### src/rtl/fetch_pkg.sv
`default_nettype none
// +--------------------------------------------------------------------+
// | fetch_pkg: shared widths, buffer entry type and clog2 helper      |
// | rev 1.0                                                            |
// +--------------------------------------------------------------------+
package fetch_pkg;

   localparam int FETCH_XLEN  = 32;
   localparam int FETCH_DEPTH = 2;

   typedef struct packed {
      logic [FETCH_XLEN-1:0] pc;
      logic [FETCH_XLEN-1:0] instr;
      logic                  filled;
   } fetch_entry_t;

   function automatic int clog2(input int value);
      int result;
      result = 0;
      for (int v = value - 1; v > 0; v = v >> 1) begin
         result = result + 1;
      end
      return result;
   endfunction

endpackage
`default_nettype wire

### src/rtl/fetch_buffer.sv
`default_nettype none
// +--------------------------------------------------------------------+
// | fetch_buffer: in-order ring pairing fetch PCs with their responses |
// | rev 1.0                                                            |
// +--------------------------------------------------------------------+
module fetch_buffer
   import fetch_pkg::*;
#(
   parameter int DEPTH = FETCH_DEPTH,
   parameter int XLEN  = FETCH_XLEN
) (
   input  logic                  clk,
   input  logic                  rst,
   input  logic                  alloc,
   input  logic [XLEN-1:0]       alloc_pc,
   input  logic                  fill,
   input  logic [XLEN-1:0]       fill_data,
   input  logic                  pop,
   input  logic                  flush,
   output logic [clog2(DEPTH):0] count,
   output logic [clog2(DEPTH):0] inflight,
   output logic                  head_valid,
   output logic [XLEN-1:0]       head_pc,
   output logic [XLEN-1:0]       head_instr
);

   localparam int PW = clog2(DEPTH);
   localparam int CW = PW + 1;

   fetch_entry_t     entries [DEPTH];
   logic [DEPTH-1:0] allocated;
   logic [PW-1:0]    alloc_ptr;
   logic [PW-1:0]    fill_ptr;
   logic [PW-1:0]    head_ptr;

   always_ff @(posedge clk or posedge rst) begin
      if (rst) begin
         allocated <= '0;
         alloc_ptr <= '0;
         fill_ptr  <= '0;
         head_ptr  <= '0;
         count     <= '0;
         for (int i = 0; i < DEPTH; i++) begin
            entries[i] <= '0;
         end
      end else if (flush) begin
         // Only the state bits matter; stale pc/instr are never visible again.
         allocated <= '0;
         alloc_ptr <= '0;
         fill_ptr  <= '0;
         head_ptr  <= '0;
         count     <= '0;
         for (int i = 0; i < DEPTH; i++) begin
            entries[i].filled <= 1'b0;
         end
      end else begin
         if (pop) begin
            allocated[head_ptr]      <= 1'b0;
            entries[head_ptr].filled <= 1'b0;
            head_ptr                 <= head_ptr + PW'(1);
         end
         if (alloc) begin
            allocated[alloc_ptr]      <= 1'b1;
            entries[alloc_ptr].pc     <= alloc_pc;
            entries[alloc_ptr].filled <= 1'b0;
            alloc_ptr                 <= alloc_ptr + PW'(1);
         end
         if (fill) begin
            entries[fill_ptr].instr  <= fill_data;
            entries[fill_ptr].filled <= 1'b1;
            fill_ptr                 <= fill_ptr + PW'(1);
         end
         count <= count + CW'(alloc) - CW'(pop);
      end
   end

   always_comb begin
      inflight = '0;
      for (int i = 0; i < DEPTH; i++) begin
         inflight = inflight + CW'(allocated[i] & ~entries[i].filled);
      end
   end

   assign head_valid = allocated[head_ptr] & entries[head_ptr].filled;
   assign head_pc    = entries[head_ptr].pc;
   assign head_instr = entries[head_ptr].instr;

endmodule
`default_nettype wire

### src/rtl/fetch_unit.sv
`default_nettype none
// +--------------------------------------------------------------------+
// | fetch_unit: in-order instruction fetch with branch squash          |
// | rev 1.0                                                            |
// +--------------------------------------------------------------------+
module fetch_unit
   import fetch_pkg::*;
#(
   parameter int DEPTH = FETCH_DEPTH,
   parameter int XLEN  = FETCH_XLEN
) (
   input  logic            clk_pi,
   input  logic            reset_pi,
   input  logic [XLEN-1:0] pc_pi,
   input  logic            isTakenBranch_pi,
   output logic            imem_req_valid_po,
   output logic [XLEN-1:0] imem_req_addr_po,
   input  logic            imem_req_ready_pi,
   input  logic            imem_rsp_valid_pi,
   input  logic [XLEN-1:0] imem_rsp_data_pi,
   output logic            dec_valid_po,
   output logic [XLEN-1:0] dec_pc_po,
   output logic [XLEN-1:0] dec_instr_po,
   input  logic            dec_ready_pi,
   output logic            fetch_stall_po
);

   localparam int CW = clog2(DEPTH) + 1;
   localparam int DW = clog2(2 * DEPTH) + 1;

   logic [CW-1:0] count;
   logic [CW-1:0] inflight;
   logic [DW-1:0] discard;
   logic [DW-1:0] flush_discard;
   logic          accept;
   logic          fill;
   logic          pop;

   // Request gating uses the registered count only, so dec_ready never reaches req_valid.
   assign imem_req_valid_po = ~reset_pi & ~isTakenBranch_pi & (count < CW'(DEPTH));
   assign imem_req_addr_po  = pc_pi;
   assign accept            = imem_req_valid_po & imem_req_ready_pi;
   assign fetch_stall_po    = ~accept;

   assign fill = imem_rsp_valid_pi & ~isTakenBranch_pi & (discard == '0) & (inflight != '0);
   assign pop  = dec_valid_po & dec_ready_pi & ~isTakenBranch_pi;

   fetch_buffer #(
      .DEPTH (DEPTH),
      .XLEN  (XLEN)
   ) u_buffer (
      .clk        (clk_pi),
      .rst        (reset_pi),
      .alloc      (accept),
      .alloc_pc   (pc_pi),
      .fill       (fill),
      .fill_data  (imem_rsp_data_pi),
      .pop        (pop),
      .flush      (isTakenBranch_pi),
      .count      (count),
      .inflight   (inflight),
      .head_valid (dec_valid_po),
      .head_pc    (dec_pc_po),
      .head_instr (dec_instr_po)
   );

   // A response landing on the flush edge belongs to the old path and is consumed here.
   always_comb begin
      flush_discard = discard + DW'(inflight);
      if (imem_rsp_valid_pi && (flush_discard != '0)) begin
         flush_discard = flush_discard - DW'(1);
      end
   end

   always_ff @(posedge clk_pi or posedge reset_pi) begin
      if (reset_pi) begin
         discard <= '0;
      end else if (isTakenBranch_pi) begin
         discard <= flush_discard;
      end else if (imem_rsp_valid_pi && (discard != '0)) begin
         discard <= discard - DW'(1);
      end
   end

   a_no_orphan_rsp : assert property (@(posedge clk_pi) disable iff (reset_pi)
      !(imem_rsp_valid_pi && !isTakenBranch_pi && (discard == '0) && (inflight == '0)));

endmodule
`default_nettype wire

### config.mk
export PLATFORM = sky130hd
export DESIGN_NAME = fetch_unit
export DESIGN_NICKNAME = d
export VERILOG_FILES = /design/src/rtl/fetch_pkg.sv /design/src/rtl/fetch_buffer.sv /design/src/rtl/fetch_unit.sv
export SDC_FILE = /design/constraint.sdc
export NUM_CORES = 1
export LEC_CHECK = 0
export CORE_MARGIN = 2
export CORE_UTILIZATION = 53
export DETAILED_ROUTE_END_ITERATION = 10
export HOLD_SLACK_MARGIN = 0.12
export PLACE_DENSITY = 0.82
export REMOVE_ABC_BUFFERS = 1
export SLEW_MARGIN = 25
export SYNTH_ARGS = -nofsm -noshare
export SYNTH_HDL_FRONTEND = slang
export SYNTH_SLANG_ARGS = --single-unit
### constraint.sdc
create_clock -name clk_pi -period 11.4 [get_ports clk_pi]
set_input_delay 2.28 -clock clk_pi [delete_from_list [all_inputs] [get_ports clk_pi]]
set_output_delay 2.28 -clock clk_pi [all_outputs]
set_load 0.01 [all_outputs]
==> results of run 1 <==
## cells by family after synthesis
family | share of synthesized area (%)
AO/OA/AOI/OAI | 1.45
XOR/XNOR | 0.651
multiplexers | 33.9
buffers and inverters | 6.87
AND/OR/NAND/NOR | 3.03
flip-flops | 52.1
adder cells (fa/ha/maj) | 1.97
## worst max-delay path, cell delays in order
cell and delay, ns:
clkdlybuf4s50_1 0.74, nor4b_4 0.49, inv_1 0.14, clkdlybuf4s50_1 0.50
## cell usage in the layout (no fill, tap or decap), types with 4 or more instances in the layout
cell type,count
clkdlybuf4s50_1,168
inv_1,12
clkbuf_16,17
o211ai_1,5
dfrtp_1,139
bufinv_16,5
a21oi_1,5
nand3_1,5
nor2b_1,4
clkinv_2,5
nand2_1,8
ha_1,9
mux2_2,164
nor2_1,5
buf_4,6
xnor2_1,4
mux2_4,29
## sequential cells by signal (all words and copies together) (netlist names)
name and count:
u_buffer.entries 130, discard 3, u_buffer.allocated 2, u_buffer.alloc_ptr 1
u_buffer.fill_ptr 1, u_buffer.count 2, u_buffer.head_ptr 1
## metal layers
layer  track usage (%)  part of all wire, %
met1              25.7                   40
met2              37.6                   53
met3              6.95                  5.1
met4              9.80                  2.3
met5                 0                    0
## per-stage QoR
step / util (%) / cell area (um2)
final: 71.3 / 8920
after global routing: 71.3 / 8920
after detailed placement: 66.0 / 8260
after global placement: 66.0 / 8260
after CTS: 71.3 / 8920
after floorplan: - / 6310
## path summary, 6_finish.rpt
check / slack (ns) / to
max: 4.96 / fetch_stall_po
min: 0.50 / u_buffer.entries[97]
max in group asynchronous: 7.67 / u_buffer.entries[2]
min reg2reg: 0.50 / u_buffer.entries[97]
max reg2reg: 8.41 / discard[2]
min in group asynchronous: 2.53 / u_buffer.count[0]
## synth_stat cells
master,count
nor3b_1,1
nor4b_4,1
buf_1,1
a21boi_0,1
xor2_1,1
inv_1,13
o211ai_1,5
buf_12,3
fa_1,1
dfrtp_1,140
and3_1,1
mux2_2,164
nand3b_1,2
o2111ai_1,1
or4b_1,1
buf_4,32
nor3_1,1
nand2_1,8
ha_1,9
or4_1,3
clkbuf_1,9
a311oi_1,1
nor2_1,5
nor2b_1,4
buf_2,6
nand2b_1,1
buf_6,4
a21oi_1,5
xnor2_1,4
o21ai_0,2
nand3_1,5
nand4b_1,1
mux2_4,29
## power groups by stage
stage | clock network (mW) | logic (mW) | registers, mW
6_report | 0.609 | 0.443 | 0.655
5_1_grt | 0.647 | 0.476 | 0.669
4_1_cts | 0.622 | 0.450 | 0.655
3_5_place_dp | 0 | 0.443 | 0.662
3_3_place_gp | 0 | 0.426 | 0.652
2_1_floorplan | 0 | 0.235 | 0.644
## cell type report
type                    instances  area share [%]
flip-flops and latches        140            39.3
multi-input cells             257            30.9
repair buffers                174            19.4
clock buffers                  20            5.23
well taps                     172            2.41
clock inverters                12            2.15
inverters                      13           0.603
==> impl_metrics.ini, run 1 <==
[worst_setup_path]
crit_fanout = 17
critPathLaunch = isTakenBranch_pi
timing.setup.critical_path_class = input pin to primary output
arrival_ns = 4.16
start_kind = input pin
worst-endpoint-required_ns = 9.12
critical_path_capture_point_type = primary output
worst_r2r_startpoint = u_buffer.allocated[1]
timing.reg2reg.worst_path_depth = 10

[detailed_routing]
initialDrtViolationCount = 256
avgRoutedWirePerCell_um = 17.9
drt_pass1_iterations = 4
postRouteWirelength_um = 14100
via_count = 4173
ant_nets = 0
vias_per_cell = 5.30
drcViolationCount = 0

[power]
p_int_mw = 1.28
clockPowerShare_pct = 35.7
power.static_leakage_nw = 4.12
vdd_drop_max_mv = 0.111
p_sw_mw = 0.424
fin_total_pwr_mw = 1.71
pwr-share-seq_pct = 38.4
p_per_area_nw_per_um2 = 191
p_comb_share_pct = 26.0
netSwitchingFraction_pct = 24.8

[floorplanning]
initial_utilization_pct = 53.7
std_cell_rows = 41
floorplan.io_pins = 169
design.die.area_um2 = 13600
die_h_um = 117
design.core.area_um2 = 12500
die_wd_um = 117

[clocking]
count_of_hold_fix_buffers_inserted_at_cts = 0
clock_tree.buffer_depth = 2
cts_inserted_buffers = 17
root_buffer = clkbuf_16
post_cts_setup_driven_buffer_insertion_count = 0
cts_tree = built
cts_sinks = 140
h-tree-depth = 4
cts_resized = 0
later_pin_clock_latency_in_the_skew_report_ns = 0.42
worst_setup_hold_path_clk_slew_ns = 0.05

[cells_and_area]
final_layout_size_suffix_gt1_share_pct = 38.1
antennaDiodeCount = 0
layout.filler_cells = 893
multiInputGateArea_um2 = 2760
net_count_of_the_finished_layout = 683
area.growth.synth_to_final_pct = 32.6
instances_no_fill = 788
register_area_um2 = 3500

[timing]
hold-worst-slack_ns = 0.500
postLayoutSetupSlackWorst_ns = 4.96
rsz0062_at_grt = false
final_critical_path_required_period_ns = 6.44
setup-violations-final = 0
fmax_ghz = 0.155
totalNegativeSetupSlack_ns = 0
clock-skew-final_ns = 0.00998
maxSlewViolCount = 0
post-route-period-util_pct = 56.5
max_slew_margin_pct = 40.2
worst_pin_slew_ns = 0.897
timing.final.hold_violations = 0

[yosys]
synthCells = 465
yosysWarnings = 0
post_synth_num_cell_types = 33
syn-cell-area_um2 = 6730
synth_top_area_share_pct = 52.1
synth_seq_cells = 140
synthTopCellsByArea = dfrtp_1 (52%), mux2_2 (27%), mux2_4 (6.5%), buf_4 (3.6%), ha_1 (1.7%)
synthesis.area_per_instance_um2 = 14.5
post-synth-top-area-cell = dfrtp_1
seq_area_frac_synth_pct = 52.1

[global_routing]
grt_start_max_net_pins = 92
grt_usage_pct = 22.1
grt_pass1_wl_um = 22700
gr-total-overflow = 0
grt_pass1_vias = 4483
antenna_violations_before_repair = 0

[outcome]
run_status = finished, final reports clean

[hold_path]
hold_path_startpoint = u_buffer.entries[97]
hp-class = register to register
timing.hold.worst_path_depth = 1

[placed_design]
io_buffer_count = 168
preCtsSetupSlack_ns = 5.00
dp.cells = 756
place.gp.congestion = 0.823
dp_hpwl_um = 9340

[job]
drv_cap = 0
(Power assumes the default switching activity.)
==> run 2, diff against run 1 <==
- CORE_UTILIZATION: 53 -> 50
- PLACE_DENSITY: 0.82 -> 0.78
- clock period: 11.4 -> 6.7 ns (I/O delays scaled with it)
==> run 2 against run 1 <==
  * Total power grew 70%
  * Clock skew shrank 0.0019 ns
  * Highest routed layer unchanged
  * Critical path depth unchanged
  * Critical endpoint unchanged
  * Critical path type unchanged
==> impl_metrics.ini, run 2 (same netlist as run 1, synthesis figures left out) <==
[cells_and_area]
final_layout_size_suffix_gt1_share_pct = 38.0
largest_reg_flops = 130
area.growth.synth_to_final_pct = 32.7
regMostFlops = u_buffer.entries
layout_common_cells = clkdlybuf4s50_1 (168), mux2_2 (164), dfrtp_1 (139)
instances_no_fill = 792
layout_commonest_cell = clkdlybuf4s50_1
antennaDiodeCount = 0
net_count_of_the_finished_layout = 683
top_regs = u_buffer.entries x130, discard x3

[clocking]
clock_tree.buffer_depth = 2
root_buffer = clkbuf_16
worst_setup_hold_path_clk_slew_ns = 0.05
cts_tree = built
later_pin_clock_latency_in_the_skew_report_ns = 0.42
h-tree-depth = 4
cts_resized = 0
cts_sinks = 140
cts_inserted_buffers = 17
post_cts_setup_driven_buffer_insertion_count = 0
count_of_hold_fix_buffers_inserted_at_cts = 0

[worst_setup_path]
crit_fanout = 17
start_kind = input pin
crit_slowest_cell = clkdlybuf4s50_1
timing.reg2reg.worst_path_depth = 10
critPathMaxStageDelay_ns = 0.73
critical_path_capture_point_type = primary output
critical_path.n_buffers_inverters = 3
arrival_ns = 3.18
worstPathCellList = clkdlybuf4s50_1 -> nor4b_4 -> inv_1 -> clkdlybuf4s50_1
timing.setup.critical_path_class = input pin to primary output
setup.worst_path.end = fetch_stall_po
timing.reg2reg.setup_slack_ns = 3.79
regToRegEndpoint = discard[2]
crit_family = buffers and inverters
crit_path_frequent_cell = clkdlybuf4s50_1
worst-endpoint-required_ns = 5.36
critPathLaunch = isTakenBranch_pi
critical_path_cell_count = 4
worst_r2r_startpoint = u_buffer.allocated[1]

[power]
power.static_leakage_nw = 4.11
vdd_drop_max_mv = 0.174
p_per_area_nw_per_um2 = 324
fin_total_pwr_mw = 2.90

[timing]
rsz0062_at_grt = false
totalNegativeSetupSlack_ns = 0
setup-violations-final = 0
clock-skew-final_ns = 0.00805
post-route-period-util_pct = 67.5
fmax_ghz = 0.221
max_slew_margin_pct = 44.8
timing.final.hold_violations = 0
maxSlewViolCount = 0
final_critical_path_required_period_ns = 4.52
hold-worst-slack_ns = 0.499
worst_pin_slew_ns = 0.828
postLayoutSetupSlackWorst_ns = 2.18

[detailed_routing]
postRouteWirelength_um = 14000
drcViolationCount = 0
avgRoutedWirePerCell_um = 17.6
drt_pass1_iterations = 4
ant_nets = 0
initialDrtViolationCount = 144
vias_per_cell = 5.25
via_count = 4161

[global_routing]
gr-usage-met3_pct = 5.80
grt_usage_pct = 20.5
antenna_violations_before_repair = 0
grt_util_met1_pct = 24.4
grt_pass1_vias = 4663
groute.layer.met2.usage_pct = 34.9
grt_start_max_net_pins = 93
grt_pass1_wl_um = 23000
gr-total-overflow = 0
grt_busiest_layer = met2

[placed_design]
place.gp.congestion = 0.799
dp_hpwl_um = 9360
io_buffer_count = 168
dp.cells = 760
preCtsSetupSlack_ns = 2.16

[floorplanning]
die_wd_um = 120
design.core.area_um2 = 13200
die_h_um = 120
std_cell_rows = 42
design.die.area_um2 = 14400
floorplan.io_pins = 169
initial_utilization_pct = 51.0

[job]
drv_cap = 0

[hold_path]
hold_path_startpoint = u_buffer.entries[63]
hp-class = register to register

[outcome]
run_status = finished, final reports clean
## run 2: how the worst min path moves through the flow
| stage | end | depth (start not counted) | slack (ns) |
|---|---|---|---|
| after global placement | u_buffer.entries[42] | 1 | 0.48 |
| after global routing | u_buffer.entries[108] | 1 | 0.51 |
| final | u_buffer.entries[63] | 1 | 0.50 |
| after detailed placement | u_buffer.entries[120] | 1 | 0.49 |
| after CTS | u_buffer.entries[120] | 1 | 0.50 |
| after floorplan | u_buffer.entries[33] | 1 | 0.47 |
## run 2: area by class of cell
type / instances / area (um2)
clock inverter: 11 / 189
tap: 176 / 220
inverter: 13 / 53.8
timing repair buffer: 174 / 1730
multi-input combinational: 257 / 2760
fill: 967 / 4260
sequential: 140 / 3510
clock buffer: 21 / 470
## run 2: per-layer routing
metal	vias to the layer above	routed length (um)	share of wire, %
met1	2125	5680	41
li1	1893	-	-
met4	0	278	2.0
met2	118	7260	52
met3	25	750	5.4
met5	-	0	0
## run 2: worst register-to-register path, delay by kind of cell (launching register included)
family	cells	cell delay (ns)
compound gates	1	0.14
fa+ha+maj	5	1.37
buf+inv	1	0.05
flops	1	0.40
mux	1	0.40
simple gates	2	0.48
## run 2: power breakdown
part | internal, mW | leakage [nW] | switching [mW] | total (mW)
sequential | 1.02 | 1.82 | 0.0917 | 1.11
combinational | 0.472 | 1.97 | 0.274 | 0.745
clock | 0.689 | 0.319 | 0.348 | 1.04
total | 2.18 | 4.11 | 0.713 | 2.90
## run 2: through the flow
stage | cell area (um2) | util, %
6_report | 8930 | 67.7
2_1_floorplan | 6310 | -
3_5_place_dp | 8270 | 62.7
5_1_grt | 8930 | 67.7
4_1_cts | 8930 | 67.7
3_3_place_gp | 8270 | 62.7
==> run 3, diff against run 2 <==
- CORE_UTILIZATION: 50 -> 45
- PLACE_DENSITY: 0.78 -> 0.74
- clock period: 6.7 -> 3.85 ns (I/O delays scaled with it)
==> run 3 against run 2 <==
  * Utilization decreased by 6.0 points
  * Sequential cell count unchanged
  * Register-to-register slack got worse by 2.8 ns
  * Total power increased by 76%
  * Sequential share of layout area decreased by 0.37 points
  * Critical path type is now register to primary output
  * Largest cell class unchanged
==> impl_metrics.ini, run 3 (same netlist as run 1, synthesis figures left out) <==
[worst_setup_path]
worstPathCellList = buf_12 -> mux2_2 -> clkdlybuf4s50_1
start_kind = register
arrival_ns = 2.49
worst_r2r_startpoint = u_buffer.allocated[1]
crit_slowest_cell = dfrtp_2
timing.setup.critical_path_class = register to primary output
critPathMaxStageDelay_ns = 0.84
worst-endpoint-required_ns = 3.08
critical_path_capture_point_type = primary output
crit_fanout = 40
critPathLaunch = u_buffer.head_ptr

[power]
pwr-share-seq_pct = 38.0
power.static_leakage_nw = 4.15
vdd_drop_max_mv = 0.314
netSwitchingFraction_pct = 24.3
clockPowerShare_pct = 36.7
p_comb_share_pct = 25.4
p_per_area_nw_per_um2 = 567
p_int_mw = 3.86
p_sw_mw = 1.24
fin_total_pwr_mw = 5.10

[hold_path]
hp-class = register to register
hold_path_startpoint = u_buffer.entries[125]

[detailed_routing]
postRouteWirelength_um = 14200
initialDrtViolationCount = 134
avgRoutedWirePerCell_um = 17.7
vias_per_cell = 5.21
ant_nets = 0
drt_pass1_iterations = 4
via_count = 4183
drcViolationCount = 0

[timing]
max_slew_margin_pct = 51.5
fmax_ghz = 0.307
final_critical_path_required_period_ns = 3.26
post-route-period-util_pct = 84.7
rsz0062_at_grt = false
totalNegativeSetupSlack_ns = 0
maxSlewViolCount = 0
timing.final.hold_violations = 0
worst_pin_slew_ns = 0.727
setup-violations-final = 0
postLayoutSetupSlackWorst_ns = 0.591
clock-skew-final_ns = 0.00751

[cells_and_area]
final_layout_size_suffix_gt1_share_pct = 38.4
layout_common_cells = clkdlybuf4s50_1 (168), mux2_2 (164), dfrtp_1 (139)
top_regs = u_buffer.entries x130, discard x3
net_count_of_the_finished_layout = 686
regMostFlops = u_buffer.entries
instances_no_fill = 803
area.growth.synth_to_final_pct = 33.9
layout_commonest_cell = clkdlybuf4s50_1
antennaDiodeCount = 0
largest_reg_flops = 130
postLayoutCoreUtil_pct = 61.7

[global_routing]
grt_start_max_net_pins = 65
gr-usage-met3_pct = 5.69
antenna_violations_before_repair = 0
grt_pass1_wl_um = 23400
gr-total-overflow = 0
grt_util_met1_pct = 21.8
grt_pass1_vias = 4589
grt_busiest_layer = met2
grt_usage_pct = 18.7
groute.layer.met2.usage_pct = 32.7

[clocking]
post_cts_setup_driven_buffer_insertion_count = 0
cts_resized = 0
root_buffer = clkbuf_16
later_pin_clock_latency_in_the_skew_report_ns = 0.42
worst_setup_hold_path_clk_slew_ns = 0.06
clock_tree.buffer_depth = 2
cts_tree = built
cts_inserted_buffers = 17
count_of_hold_fix_buffers_inserted_at_cts = 0
h-tree-depth = 4
cts_sinks = 140

[floorplanning]
initial_utilization_pct = 46.1
design.die.area_um2 = 15900
die_h_um = 126
die_wd_um = 126
floorplan.io_pins = 169
std_cell_rows = 44
design.core.area_um2 = 14600

[placed_design]
io_buffer_count = 168
dp.cells = 771
preCtsSetupSlack_ns = 0.699
dp_hpwl_um = 9340
place.gp.congestion = 0.795

[job]
drv_cap = 0

[outcome]
run_status = finished, final reports clean
-- run 3: cell types whose count changed in the layout (fill, tap and decap cells not counted), sizes merged --
cell | before | now
bufinv | 5 | 6
clkbuf | 21 | 20
buf | 6 | 9
-- run 3: worst max-delay path, delay by kind of cell (launching register included) --
| family | cells | cell delay (ns) |
|---|---|---|
| buffers and inverters | 2 | 0.84 |
| DFF | 1 | 0.84 |
| muxes | 1 | 0.37 |
-- run 3: power by group through the flow --
stage / clock network (mW) / registers [mW] / logic (mW)
CTS: 1.91 / 1.94 / 1.32
global route: 1.97 / 1.98 / 1.41
global placement: 0 / 1.93 / 1.27
finish: 1.87 / 1.94 / 1.29
floorplan: 0 / 1.91 / 0.695
detailed placement: 0 / 1.96 / 1.30
-- run 3: area by class of cell --
| type | count | area (um2) |
|---|---|---|
| Tap cell | 184 | 230 |
| Timing Repair Buffer | 177 | 1770 |
| Sequential cell | 140 | 3500 |
| Multi-Input combinational cell | 257 | 2760 |
| Clock buffer | 20 | 467 |
| Clock inverter | 12 | 215 |
| Inverter | 13 | 53.8 |
| Fill cell | 1123 | 5580 |
-- run 3: worst paths after layout --
kind / slack, ns / cells past startpoint / to
setup / recovery: 0.59 / 3 / dec_instr_po[4]
hold / removal: 0.50 / 1 / u_buffer.entries[125]
setup reg to reg: 1.00 / 10 / discard[2]
hold reg to reg: 0.50 / 1 / u_buffer.entries[125]
max in group asynchronous: 2.22 / 3 / u_buffer.entries[16]
min in group asynchronous: 0.95 / 2 / u_buffer.alloc_ptr
-- run 3: stage by stage --
stage	instance area (um2)	hold WS [ns]
2_1_floorplan	6310	0.474
3_3_place_gp	8320	0.481
3_5_place_dp	8320	0.487
4_1_cts	9000	0.500
5_1_grt	9000	0.515
6_report	9000	0.498
-- run 3: per-layer routing --
| metal | vias up | wire, um |
|---|---|---|
| met1 | 2157 | 5770 |
| li1 | 1898 | - |
| met3 | 20 | 696 |
| met4 | 0 | 247 |
| met2 | 108 | 7470 |
| met5 | - | 0 |
